## config.mk

```make
export PLATFORM = sky130hd
export DESIGN_NAME = instr_stream_sequencer
export DESIGN_NICKNAME = d
export VERILOG_FILES = /design/src/rtl/instr_stream_sequencer.sv
export SDC_FILE = /design/constraint.sdc
export NUM_CORES = 1
export LEC_CHECK = 0
export BUFFER_PORTS_ARGS = -buffer_cell sky130_fd_sc_hd__buf_2
export CORE_MARGIN = 2
export CORE_UTILIZATION = 66
export DETAILED_ROUTE_END_ITERATION = 10
export GPL_TIMING_DRIVEN = 0
export MAX_ROUTING_LAYER = met4
export PLACE_DENSITY = 0.94
export SYNTH_ARGS = -nofsm -noshare
export SYNTH_HDL_FRONTEND = slang
export SYNTH_SLANG_ARGS = --single-unit
export TNS_END_PERCENT = 30
```

## constraint.sdc

```tcl
create_clock -name clk -period 8.3 [get_ports clk]
set_input_delay 0 -clock clk [delete_from_list [all_inputs] [get_ports clk]]
set_output_delay 0 -clock clk [all_outputs]
set_load 0.005 [all_outputs]
```

## src/rtl/instr_stream_sequencer.sv

```systemverilog
// instr_stream_sequencer: buffers a loaded program of up to DEPTH words and
// streams it to the core over a valid/ready handshake, pulsing done once the
// final word is consumed.
// Optional feature macro: INSTR_SEQ_LOOP_EN (continuous replay under loop_mode).
module instr_stream_sequencer #(
    parameter int DATA_WIDTH = 32,
    parameter int DEPTH      = 16,
    localparam int CW        = $clog2(DEPTH + 1)
) (
    input  logic                  clk,
    input  logic                  arst_n,
    input  logic                  load_valid,
    output logic                  load_ready,
    input  logic [DATA_WIDTH-1:0] load_data,
    input  logic                  clear,
    input  logic                  start,
    input  logic                  abort,
    input  logic                  loop_mode,
    output logic [DATA_WIDTH-1:0] instr_out,
    output logic                  instr_valid,
    input  logic                  instr_ready,
    output logic [CW-1:0]         instr_idx,
    output logic [CW-1:0]         count,
    output logic                  busy,
    output logic                  done
);

    localparam int AW = (DEPTH > 1) ? $clog2(DEPTH) : 1;

`ifdef INSTR_SEQ_LOOP_EN
    localparam bit LOOP_EN = 1'b1;
`else
    // loop_mode is still read below so the port stays part of the interface
    localparam bit LOOP_EN = 1'b0;
`endif

    typedef enum logic [1:0] {
        ST_IDLE = 2'd0,
        ST_RUN  = 2'd1,
        ST_DONE = 2'd2
    } state_t;

    state_t                r_state;
    state_t                w_state_nxt;
    logic [CW-1:0]         r_count;
    logic [CW-1:0]         w_count_nxt;
    logic [CW-1:0]         r_rd_ptr;
    logic [CW-1:0]         w_rd_ptr_nxt;
    logic [DATA_WIDTH-1:0] r_mem [DEPTH];

    logic w_load_ready;
    logic w_load_acc;
    logic w_handshake;
    logic w_last;
    logic w_wrap;

    assign w_load_ready = (r_state == ST_IDLE) && (r_count < CW'(DEPTH)) && !start && !clear;
    assign w_load_acc   = load_valid && w_load_ready;
    assign w_handshake  = (r_state == ST_RUN) && instr_ready;
    assign w_last       = (r_rd_ptr == (r_count - CW'(1)));
    assign w_wrap       = LOOP_EN && loop_mode;

    // State register
    always_ff @(posedge clk or negedge arst_n) begin
        if (!arst_n) begin
            r_state <= ST_IDLE;
        end else begin
            r_state <= w_state_nxt;
        end
    end

    // Next-state, count and read-pointer decisions
    always_comb begin
        w_state_nxt  = r_state;
        w_count_nxt  = r_count;
        w_rd_ptr_nxt = r_rd_ptr;
        case (r_state)
            ST_IDLE: begin
                if (clear) begin
                    w_count_nxt = '0;
                end else if (start && (r_count != '0)) begin
                    w_state_nxt  = ST_RUN;
                    w_rd_ptr_nxt = '0;
                end else if (w_load_acc) begin
                    w_count_nxt = r_count + CW'(1);
                end
            end
            ST_RUN: begin
                if (abort) begin
                    // a handshake in the same cycle is dropped; pointer holds
                    w_state_nxt = ST_IDLE;
                end else if (w_handshake) begin
                    if (w_last) begin
                        w_rd_ptr_nxt = '0;
                        if (!w_wrap) begin
                            w_state_nxt = ST_DONE;
                        end
                    end else begin
                        w_rd_ptr_nxt = r_rd_ptr + CW'(1);
                    end
                end
            end
            ST_DONE: begin
                w_state_nxt = ST_IDLE;
            end
            default: begin
                w_state_nxt = ST_IDLE;
            end
        endcase
    end

    // Count and read-pointer registers
    always_ff @(posedge clk or negedge arst_n) begin
        if (!arst_n) begin
            r_count  <= '0;
            r_rd_ptr <= '0;
        end else begin
            r_count  <= w_count_nxt;
            r_rd_ptr <= w_rd_ptr_nxt;
        end
    end

    // Program buffer write; contents are only observable after being loaded
    always_ff @(posedge clk) begin
        if (w_load_acc) begin
            r_mem[r_count[AW-1:0]] <= load_data;
        end
    end

    // Output decode
    always_comb begin
        instr_out   = '0;
        instr_valid = 1'b0;
        if (r_state == ST_RUN) begin
            instr_out   = r_mem[r_rd_ptr[AW-1:0]];
            instr_valid = 1'b1;
        end
        load_ready = w_load_ready;
        instr_idx  = r_rd_ptr;
        count      = r_count;
        busy       = (r_state == ST_RUN);
        done       = (r_state == ST_DONE);
    end

endmodule
```

==> flow_summary_export.csv, run 1 <==
group,metric,value,unit
timing,hold_viol_final,0,
setup_path,crit_required,8300,ps
timing,clock_skew,26.9,ps
pwr,p_leak,7.70,nW
setup_path,max_stage_delay,680,ps
cts,cts_sinks,524,
cts,cts_buffers,49,
pwr,p_per_area,269,nW/um^2
cts,cts_tree,"built",
placement,placed_cell_area,22000,um^2
run_status,status,"finished, final reports clean",
placement,hpwl,31600,um
global_routing,grt_pass1_wl,84100,um
yosys,netlist_area,20600,um^2
die,rows,64,
pwr,ir_worst_vdd,0.185,mV
cells_and_area,drive_gt1_share,29.7,%
timing,rsz0062_at_grt,"no",
placement,place_ws,5250,ps
die,dieArea,32700,um^2
timing,worst_slack,4470,ps
yosys,synth_edf_count,512,
setup_path,endpoint_kind,"primary output",
cells_and_area,fin_nets,1235,
yosys,syn_avg_cell_area,20.6,um^2
timing,report.final.setup_viol,0,
setup_path,startpoint_type,"flip-flop",
timing,relSlewSlack,25.1,%
yosys,synthCells,1000,
cts,clock_path_buffers,3,
routing,ant_nets,0,
routing,drc,0,
setup_path,setup.worst_path.class,"reg2out",
global_routing,grt_pass1_vias,12400,
yosys,synth_cell_types,46,
cts,clkTransAtPathRegs,70,ps
cts,htreeDepth,2,
die,io_pins,86,
cts,clk_latency,580,ps
cells_and_area,fillCellCount,1368,
placement,portBuffers,84,
cells_and_area,synthToLayoutAreaGrowth,15.9,%
cts,cts_root_buf,"clkbuf_16",
yosys,synth_area_leaders,"edfxtp_1, mux4_2, mux2i_1, mux2_2, dfrtp_1",
timing,drv_slew,0,
hold_path,hold_path.class,"in2reg",
global_routing,grt.overflow.total,0,
die,die_w,181,um
routing,initialDrtViolationCount,2367,
yosys,ys_ff_latch,524,
setup_path,cp_common_cell,"buf_2",
timing,post-route-min-period,3830,ps
routing,wl,58000,um
setup_path,critPathMaxFanout,10,
setup_path,path_cells,"buf_2 -> buf_2 -> clkbuf_1 -> buf_2 -> a21oi_1 -> a22oi_1 -> nand3_1 -> o21ai_0 -> buf_2",
cells_and_area,final_core_util,77.9,%
global_routing,antenna_found_initial,1,
run,maxCapViolCount,0,
setup_path,crit_arrival,3830,ps
die,dieHeight,181,um
die,core_area,30700,um^2
global_routing,grt_max_degree,24,
routing,drtPass1Iterations,6,
timing,tightestPinTransition,1120,ps
setup_path,crit_slowest_cell,"clkbuf_1",
pwr,power,6.43,mW
yosys,ys_seq_area_share,76.0,%
yosys,synth_async_sr_flop_share,2.29,%
die,floorplan.initialDensity,67.3,%
yosys,syn_nets,1045,
timing,fmax,261,MHz
yosys,synth.largest_area_cell,"edfxtp_1",
placement,place_congestion,0.815,
routing,wl_per_cell,35.7,um
yosys,yosys_warnings,0,
routing,vias,12100,
yosys,synth_top_area_share,74.5,%
timing,finalSetupTns,0,ps
routing,via_per_inst,7.41,
yosys,synth_ff_type,"edfxtp_1",
cells_and_area,final_area,23900,um^2
global_routing,grt_use_total,37.4,%
timing,post-route-period-util,46.1,%
## through the flow
| step | instances | hold slack, ps |
|---|---|---|
| 2_1_floorplan | 1000 | -296 |
| 3_3_place_gp | 1480 | -92.6 |
| 3_5_place_dp | 1496 | -89.3 |
| 4_1_cts | 1624 | 126 |
| 5_1_grt | 1625 | 177 |
| 6_report | 1626 | 172 |
## state kept, by name (all words and copies together), names as in the netlist
| name | cells |
|---|---|
| r_mem | 512 |
| count | 5 |
| instr_idx | 5 |
| r_state | 2 |
## layout make-up
type                    instances  area (um^2)  share of cell area, %
flip-flops and latches        524        15700                   65.6
multi-input cells             417         4780                   20.0
clock buffers                  60         1270                   5.30
repair buffers                139         1170                   4.89
well taps                     396          495                   2.07
plain buffers                  54          269                   1.13
clock inverters                29          218                  0.911
inverters                       5         18.8                 0.0785
diodes                          2         5.00                 0.0209
## metal layers
layer	vias up	routed length [um]	GRT usage, %
li1	4495	-	-
met4	0	3510	18.6
met5	-	0	-
met3	309	8400	10.7
met1	5950	18300	47.0
met2	1296	27700	56.8
## path summary, 6_finish.rpt
| check | start | endpoint | slack [ps] | cells past startpoint |
|---|---|---|---|---|
| setup / recovery | instr_idx[1]$_DFFE_PN0P_ | instr_out[21] | 4470 | 9 |
| hold / removal | load_valid | count[0]$_DFFE_PN0P_ | 170 | 4 |
| setup reg to reg | count[0]$_DFFE_PN0P_ | r_state[0]$_DFFE_PN0P_ | 4680 | 9 |
| hold reg to reg | count[4]$_DFFE_PN0P_ | count[4]$_DFFE_PN0P_ | 720 | 1 |
| max in group asynchronous | arst_n | count[0]$_DFFE_PN0P_ | 7270 | 3 |
| min in group asynchronous | arst_n | count[1]$_DFFE_PN0P_ | 590 | 3 |
## logic make-up after synthesis
logic type / synth area share, %
AND/OR/NAND/NOR: 2.37
XOR/XNOR: 0.297
adder cells (fa/ha/maj): 0.303
flip-flops: 76.0
buffers and inverters: 1.40
multiplexers: 16.2
AO/OA/AOI/OAI: 3.45
## where the power goes
part / internal (mW) / total, mW / switching, mW
combinational: 0.594 / 1.35 / 0.752
sequential: 2.92 / 2.94 / 0.0181
clock: 1.15 / 2.15 / 0.991
total: 4.67 / 6.43 / 1.76
## worst max-delay path, delay by kind of cell, from the launching register on
kind	cells	cell delay (ps)
buffers and inverters	5	1850
AO/OA/AOI/OAI	3	770
flip-flops	1	460
AND/OR/NAND/NOR	1	170
## timing repair
item,in CTS,in global routing
gates resized for setup,0,0
endpoints found under the hold margin,531,0
hold buffers,39,0
setup buffers,0,0
## synth_stat cells, types with 8 or more instances
cell,count
a21boi_0,19
a21oi_1,22
a22oi_1,19
and2_1,15
buf_2,23
buf_4,8
clkbuf_1,19
dfrtp_1,12
edfxtp_1,512
mux2_2,39
mux2i_1,58
mux4_2,103
nand2_1,11
nand3_1,23
nor2_1,25
o21ai_0,40
## cell usage in the layout (no fill, tap or decap), types with 15 or more instances in the layout
cell and count:
edfxtp_1 512, buf_2 107, mux4_2 103, mux2i_1 58, clkbuf_16 49, o21ai_0 40, mux2_2 39, dlygate4sd3_1 39
clkbuf_1 30, nand3_1 23, a21oi_1 22, a21boi_0 19, a22oi_1 19, nor2_4 16, and2_1 15
No activity file was read; power rests on OpenSTA's default activity.
==> run 2: changes to the inputs <==
Settings changed: CORE_UTILIZATION 66 to 61, PLACE_DENSITY 0.94 to 0.89.
Clock period 8.3 ns to 3.6 ns, I/O delays scaled along.
==> flow_summary_export.csv, run 2 (same netlist as run 1, synthesis figures left out) <==
group,metric,value,unit
timing,report.final.setup_viol,0,
setup_path,crit_slowest_cell,"a2111oi_4",
die,die_w,188,um
routing,vias,11800,
timing,worst_slack,105,ps
die,dieArea,35300,um^2
pwr,ir_worst_vdd,0.499,mV
timing,post-route-period-util,97.1,%
cts,clock_path_buffers,3,
routing,drtPass1Iterations,6,
cells_and_area,fillCellCount,1722,
cts,cts_sinks,524,
routing,via_per_inst,7.04,
placement,place_ws,565,ps
pwr,p_leak,7.68,nW
cells_and_area,final_core_util,71.6,%
setup_path,crit_arrival,3950,ps
cts,cts_tree,"built",
run,maxCapViolCount,0,
placement,hpwl,30000,um
cts,clkTransAtPathRegs,60,ps
cells_and_area,n_antenna_cell,0,
global_routing,antenna_found_initial,0,
routing,initialDrtViolationCount,2054,
global_routing,grt.overflow.total,0,
run_status,status,"finished, final reports clean",
cells_and_area,largest_reg_flops,512,
setup_path,startpoint_type,"flip-flop",
cells_and_area,final_cells,1676,
timing,relSlewSlack,27.1,%
cts,clk_latency,570,ps
cells_and_area,synthToLayoutAreaGrowth,16.1,%
timing,hold_viol_final,0,
setup_path,cp_common_cell,"dlygate4sd3_1",
routing,ant_nets,0,
timing,tightestPinTransition,1090,ps
die,dieHeight,188,um
setup_path,critPathMaxFanout,9,
timing,rsz0062_at_grt,"no",
die,io_pins,86,
routing,wl,56100,um
die,core_area,33400,um^2
setup_path,max_stage_delay,630,ps
setup_path,endpoint_kind,"flip-flop",
cts,cts_root_buf,"clkbuf_16",
setup_path,setup.worst_path.class,"reg2reg",
cells_and_area,fin_nets,1234,
timing,post-route-min-period,3500,ps
setup_path,path_cells,"inv_1 -> ha_2 -> and3b_1 -> o21ai_0 -> a2111oi_4 -> a211o_2 -> dlygate4sd3_1 -> a21oi_1 -> dlygate4sd3_1",
timing,fin_hold_ws,109,ps
cells_and_area,final_cell_mix,"edfxtp_1, buf_2, mux4_2",
timing,clock_skew,15.7,ps
global_routing,grt_pass1_wl,81500,um
timing,fmax,286,MHz
cells_and_area,multi_input_area,4790,um^2
cts,htreeDepth,2,
global_routing,grt_use_total,33.6,%
routing,wl_per_cell,33.5,um
cells_and_area,layout_commonest_cell,"edfxtp_1",
routing,drc,0,
cells_and_area,drive_gt1_share,29.4,%
placement,place_congestion,0.838,
hold_path,hold_path.class,"in2reg",
timing,drv_slew,0,
setup_path,crit_required,4050,ps
cells_and_area,ff_latch_area,15700,um^2
timing,finalSetupTns,0,ps
placement,dpl.cell_count,1548,
die,floorplan.initialDensity,61.7,%
global_routing,grt_max_degree,24,
cts,cts_buffers,48,
die,rows,67,
pwr,p_per_area,610,nW/um^2
global_routing,grt_pass1_vias,12100,
placement,portBuffers,84,
cts,post_cts.repair.setup_buffers,0,
==> run 2: cell count changes in the layout (fill, tap and decap cells not counted), sizes merged <==
cell,before,now
clkbuf,79,77
diode,2,0
clkinv,25,26
bufinv,2,1
inv,7,8
clkinvlp,0,1
==> run 2: per-stage QoR <==
stage | power [mW] | cell area [um^2]
after floorplan | 8.89 | 20600
after detailed placement | 9.74 | 22100
final | 14.6 | 23900
after global placement | 9.62 | 21600
after global routing | 14.9 | 23900
after CTS | 14.5 | 23900
==> run 2: layer usage <==
metal  track usage (%)  up-vias  part of all wire [%]
met5                 -        -                     0
met4              16.0        0                   5.5
met3              8.70      288                    13
met2              53.0     1168                    49
met1              41.1     5862                    32
li1                  -     4488                     -
==> run 2: layout make-up <==
| cell class | count | area share (%) |
|---|---|---|
| multi-input combinational | 417 | 20.0 |
| sequential | 524 | 65.5 |
| inverter | 5 | 0.0784 |
| clock inverter | 31 | 0.726 |
| buffer | 54 | 1.13 |
| tap | 448 | 2.34 |
| timing repair buffer | 139 | 5.01 |
| clock buffer | 58 | 5.26 |
==> run 2: worst paths after layout <==
kind	startpoint	to	slack, ps	cells after the start
max	count[0]$_DFFE_PN0P_	r_state[0]$_DFFE_PN0P_	100	9
min	load_valid	count[0]$_DFFE_PN0P_	110	4
max reg2reg	count[0]$_DFFE_PN0P_	r_state[0]$_DFFE_PN0P_	100	9
min reg2reg	count[0]$_DFFE_PN0P_	count[0]$_DFFE_PN0P_	670	1
max in group asynchronous	arst_n	count[0]$_DFFE_PN0P_	2520	3
min in group asynchronous	arst_n	instr_idx[2]$_DFFE_PN0P_	620	3
==> run 2: timing repair <==
| action | CTS | global route |
|---|---|---|
| hold endpoints to repair | 531 | 0 |
| resized for setup | 0 | 5 |
| setup endpoints to repair | 0 | 7 |
| hold buffers | 39 | 0 |
==> run 2: power by group <==
part | switching (mW) | total [mW] | internal (mW)
combinational | 1.71 | 3.08 | 1.37
clock | 2.20 | 4.77 | 2.57
sequential | 0.0321 | 6.76 | 6.73
==> run 2: worst max-delay path, delay by kind of cell (launching register included) <==
family	cells	cell delay, ps
flops	1	490
buf+inv	3	1310
simple gates	1	200
fa+ha+maj	1	310
compound gates	4	1060
==> run 3: changes to the inputs <==
Settings changed: BUFFER_PORTS_ARGS -buffer_cell sky130_fd_sc_hd__buf_2 to unset, CORE_UTILIZATION 61 to 57, DONT_BUFFER_PORTS set to 1, PLACE_DENSITY 0.89 to 0.85.
Clock period 3.6 ns to 2.8 ns, I/O delays scaled along.
==> flow_summary_export.csv, run 3 (same netlist as run 1, synthesis figures left out) <==
group,metric,value,unit
timing,fin_hold_ws,-14.0,ps
die,die_w,194,um
setup_path,endpoint_kind,"primary output",
setup_path,cp_num_buf_inv,2,
timing,report.final.setup_viol,0,
placement,hpwl,29300,um
routing,wl,52500,um
run_status,status,"finished, violations left",
routing,ant_nets,0,
global_routing,grt.overflow.total,0,
setup_path,crit_slowest_cell,"clkbuf_2",
global_routing,grt_pass1_wl,74800,um
global_routing,grt_pass1_vias,11300,
die,rows,69,
cells_and_area,largest_reg_flops,512,
die,core_area,35600,um^2
setup_path,critPathMaxFanout,10,
timing,finalSetupTns,0,ps
cts,cts_tree,"built",
global_routing,antenna_found_initial,0,
setup_path,path_cells,"nand2b_1 -> clkinvlp_4 -> nand2b_1 -> clkbuf_2 -> o21ai_0",
global_routing,grt_max_degree,26,
cells_and_area,final_cells,1619,
cells_and_area,fin_nets,1162,
run,maxCapViolCount,0,
placement,portBuffers,0,
die,io_pins,86,
cells_and_area,synthToLayoutAreaGrowth,17.1,%
setup_path,cp_common_cell,"nand2b_1",
routing,vias,10900,
cts,htreeDepth,2,
cells_and_area,drive_gt1_share,27.9,%
hold_path,hold_path.class,"in2reg",
cts,clkTransAtPathRegs,60,ps
pwr,ir_worst_vdd,0.707,mV
cts,cts_buffers,51,
run_status,violations,"negative hold slack",
routing,initialDrtViolationCount,1556,
timing,clock_skew,14.1,ps
cts,clock_path_buffers,3,
timing,relSlewSlack,38.5,%
cts,cts_root_buf,"clkbuf_16",
pwr,p_leak,7.57,nW
setup_path,crit_required,2800,ps
die,dieArea,37700,um^2
cts,clk_latency,580,ps
pwr,power,19.9,mW
setup_path,reg2reg_to,"r_mem[5][7]$_DFFE_PP_",
hold_path,whs_path_depth,4,
setup_path,setup.worst_path.class,"reg2out",
timing,fmax,358,MHz
cells_and_area,n_antenna_cell,0,
hold_path,whs_endpoint,"count[0]$_DFFE_PN0P_",
hold_path,worst_hold_startpoint,"start",
cts,cts_sinks,524,
timing,post-route-min-period,2790,ps
setup_path,startpoint_type,"flip-flop",
placement,dpl.cell_count,1477,
die,floorplan.initialDensity,58.0,%
global_routing,grt_use_total,28.4,%
setup_path,timing.rr.start,"r_state[0]$_DFFE_PN0P_",
die,dieHeight,194,um
placement,place_congestion,0.827,
setup_path,cp_num_cells,5,
pwr,p_per_area,823,nW/um^2
timing,tightestPinTransition,920,ps
timing,post-route-period-util,99.8,%
setup_path,crit_arrival,2790,ps
routing,drc,0,
routing,via_per_inst,6.75,
cells_and_area,final_cell_mix,"edfxtp_1, mux4_2, mux2i_1",
timing,hold_viol_final,2,
setup_path,max_stage_delay,450,ps
timing,rsz0062_at_grt,"yes",
setup_path,r2r_slack,190,ps
cells_and_area,layout_commonest_cell,"edfxtp_1",
routing,drtPass1Iterations,6,
setup_path,crit_family,"buffers and inverters",
cells_and_area,final_core_util,67.9,%
routing,wl_per_cell,32.4,um
timing,drv_slew,0,
setup_path,rr_worst_depth,6,
cells_and_area,fillCellCount,2113,
-- run 3: changes by cell type in the layout (fill, tap and decap cells not counted), moves of 9 or more --
cell | before | now
clkinv_1 | 18 | 6
buf_6 | 1 | 13
buf_12 | 7 | 16
buf_4 | 8 | 18
buf_2 | 107 | 7
clkbuf_2 | 1 | 13
clkbuf_1 | 27 | 11
-- run 3: layer usage --
| metal | routed length [um] | track usage (%) |
|---|---|---|
| met5 | 0 | - |
| met4 | 2140 | 11.3 |
| met2 | 26400 | 45.8 |
| met1 | 18500 | 35.5 |
| met3 | 5480 | 6.37 |
-- run 3: area by class of cell --
type	count	area, um^2	area share [%]
Sequential cell	524	15700	64.9
Clock buffer	61	1360	5.62
Tap cell	461	577	2.39
Inverter	5	22.5	0.0933
Timing Repair Buffer	65	906	3.75
Buffer	53	395	1.64
Clock inverter	33	425	1.76
Multi-Input combinational cell	417	4790	19.8
-- run 3: worst reg2reg max path, delay by kind of cell (launching register included) --
kind	cells	cell delay, ps
simple gates	4	1390
buf+inv	2	460
flops	1	450
-- run 3: metrics by stage --
| stage | instance area, um^2 | setup WS (ps) |
|---|---|---|
| global placement | 21200 | -2070 |
| CTS | 24000 | -8.35 |
| global route | 24100 | -91.8 |
| finish | 24100 | 6.19 |
| detailed placement | 21700 | -42.1 |
| floorplan | 20600 | -196 |
-- run 3: worst max path at each step --
stage / start / end
6_report: r_state[1]$_DFFE_PN0P_ / instr_out[11]
3_5_place_dp: r_state[0]$_DFFE_PN0P_ / r_mem[4][15]$_DFFE_PP_
3_3_place_gp: r_state[0]$_DFFE_PN0P_ / r_mem[7][15]$_DFFE_PP_
5_1_grt: instr_idx[0]$_DFFE_PN0P_ / instr_out[26]
2_1_floorplan: r_state[0]$_DFFE_PN0P_ / r_mem[3][0]$_DFFE_PP_
4_1_cts: r_state[0]$_DFFE_PN0P_ / r_mem[8][18]$_DFFE_PP_
-- run 3: repair_timing --
action | CTS | global route
endpoints found under the hold margin | 536 | 0
hold buffers | 39 | 0
resized for setup | 57 | 11
setup endpoints to repair | 60 | 303
pin swaps | 2 | 5
buffers inserted | 2 | 8
-- run 3: where the power goes --
part | switching [mW] | internal, mW | leakage, nW | total (mW)
clock network | 2.95 | 4.31 | 0.859 | 7.26
logic | 2.08 | 1.83 | 1.94 | 3.91
registers | 0.0481 | 8.65 | 4.77 | 8.70
total | 5.08 | 14.8 | 7.57 | 19.9
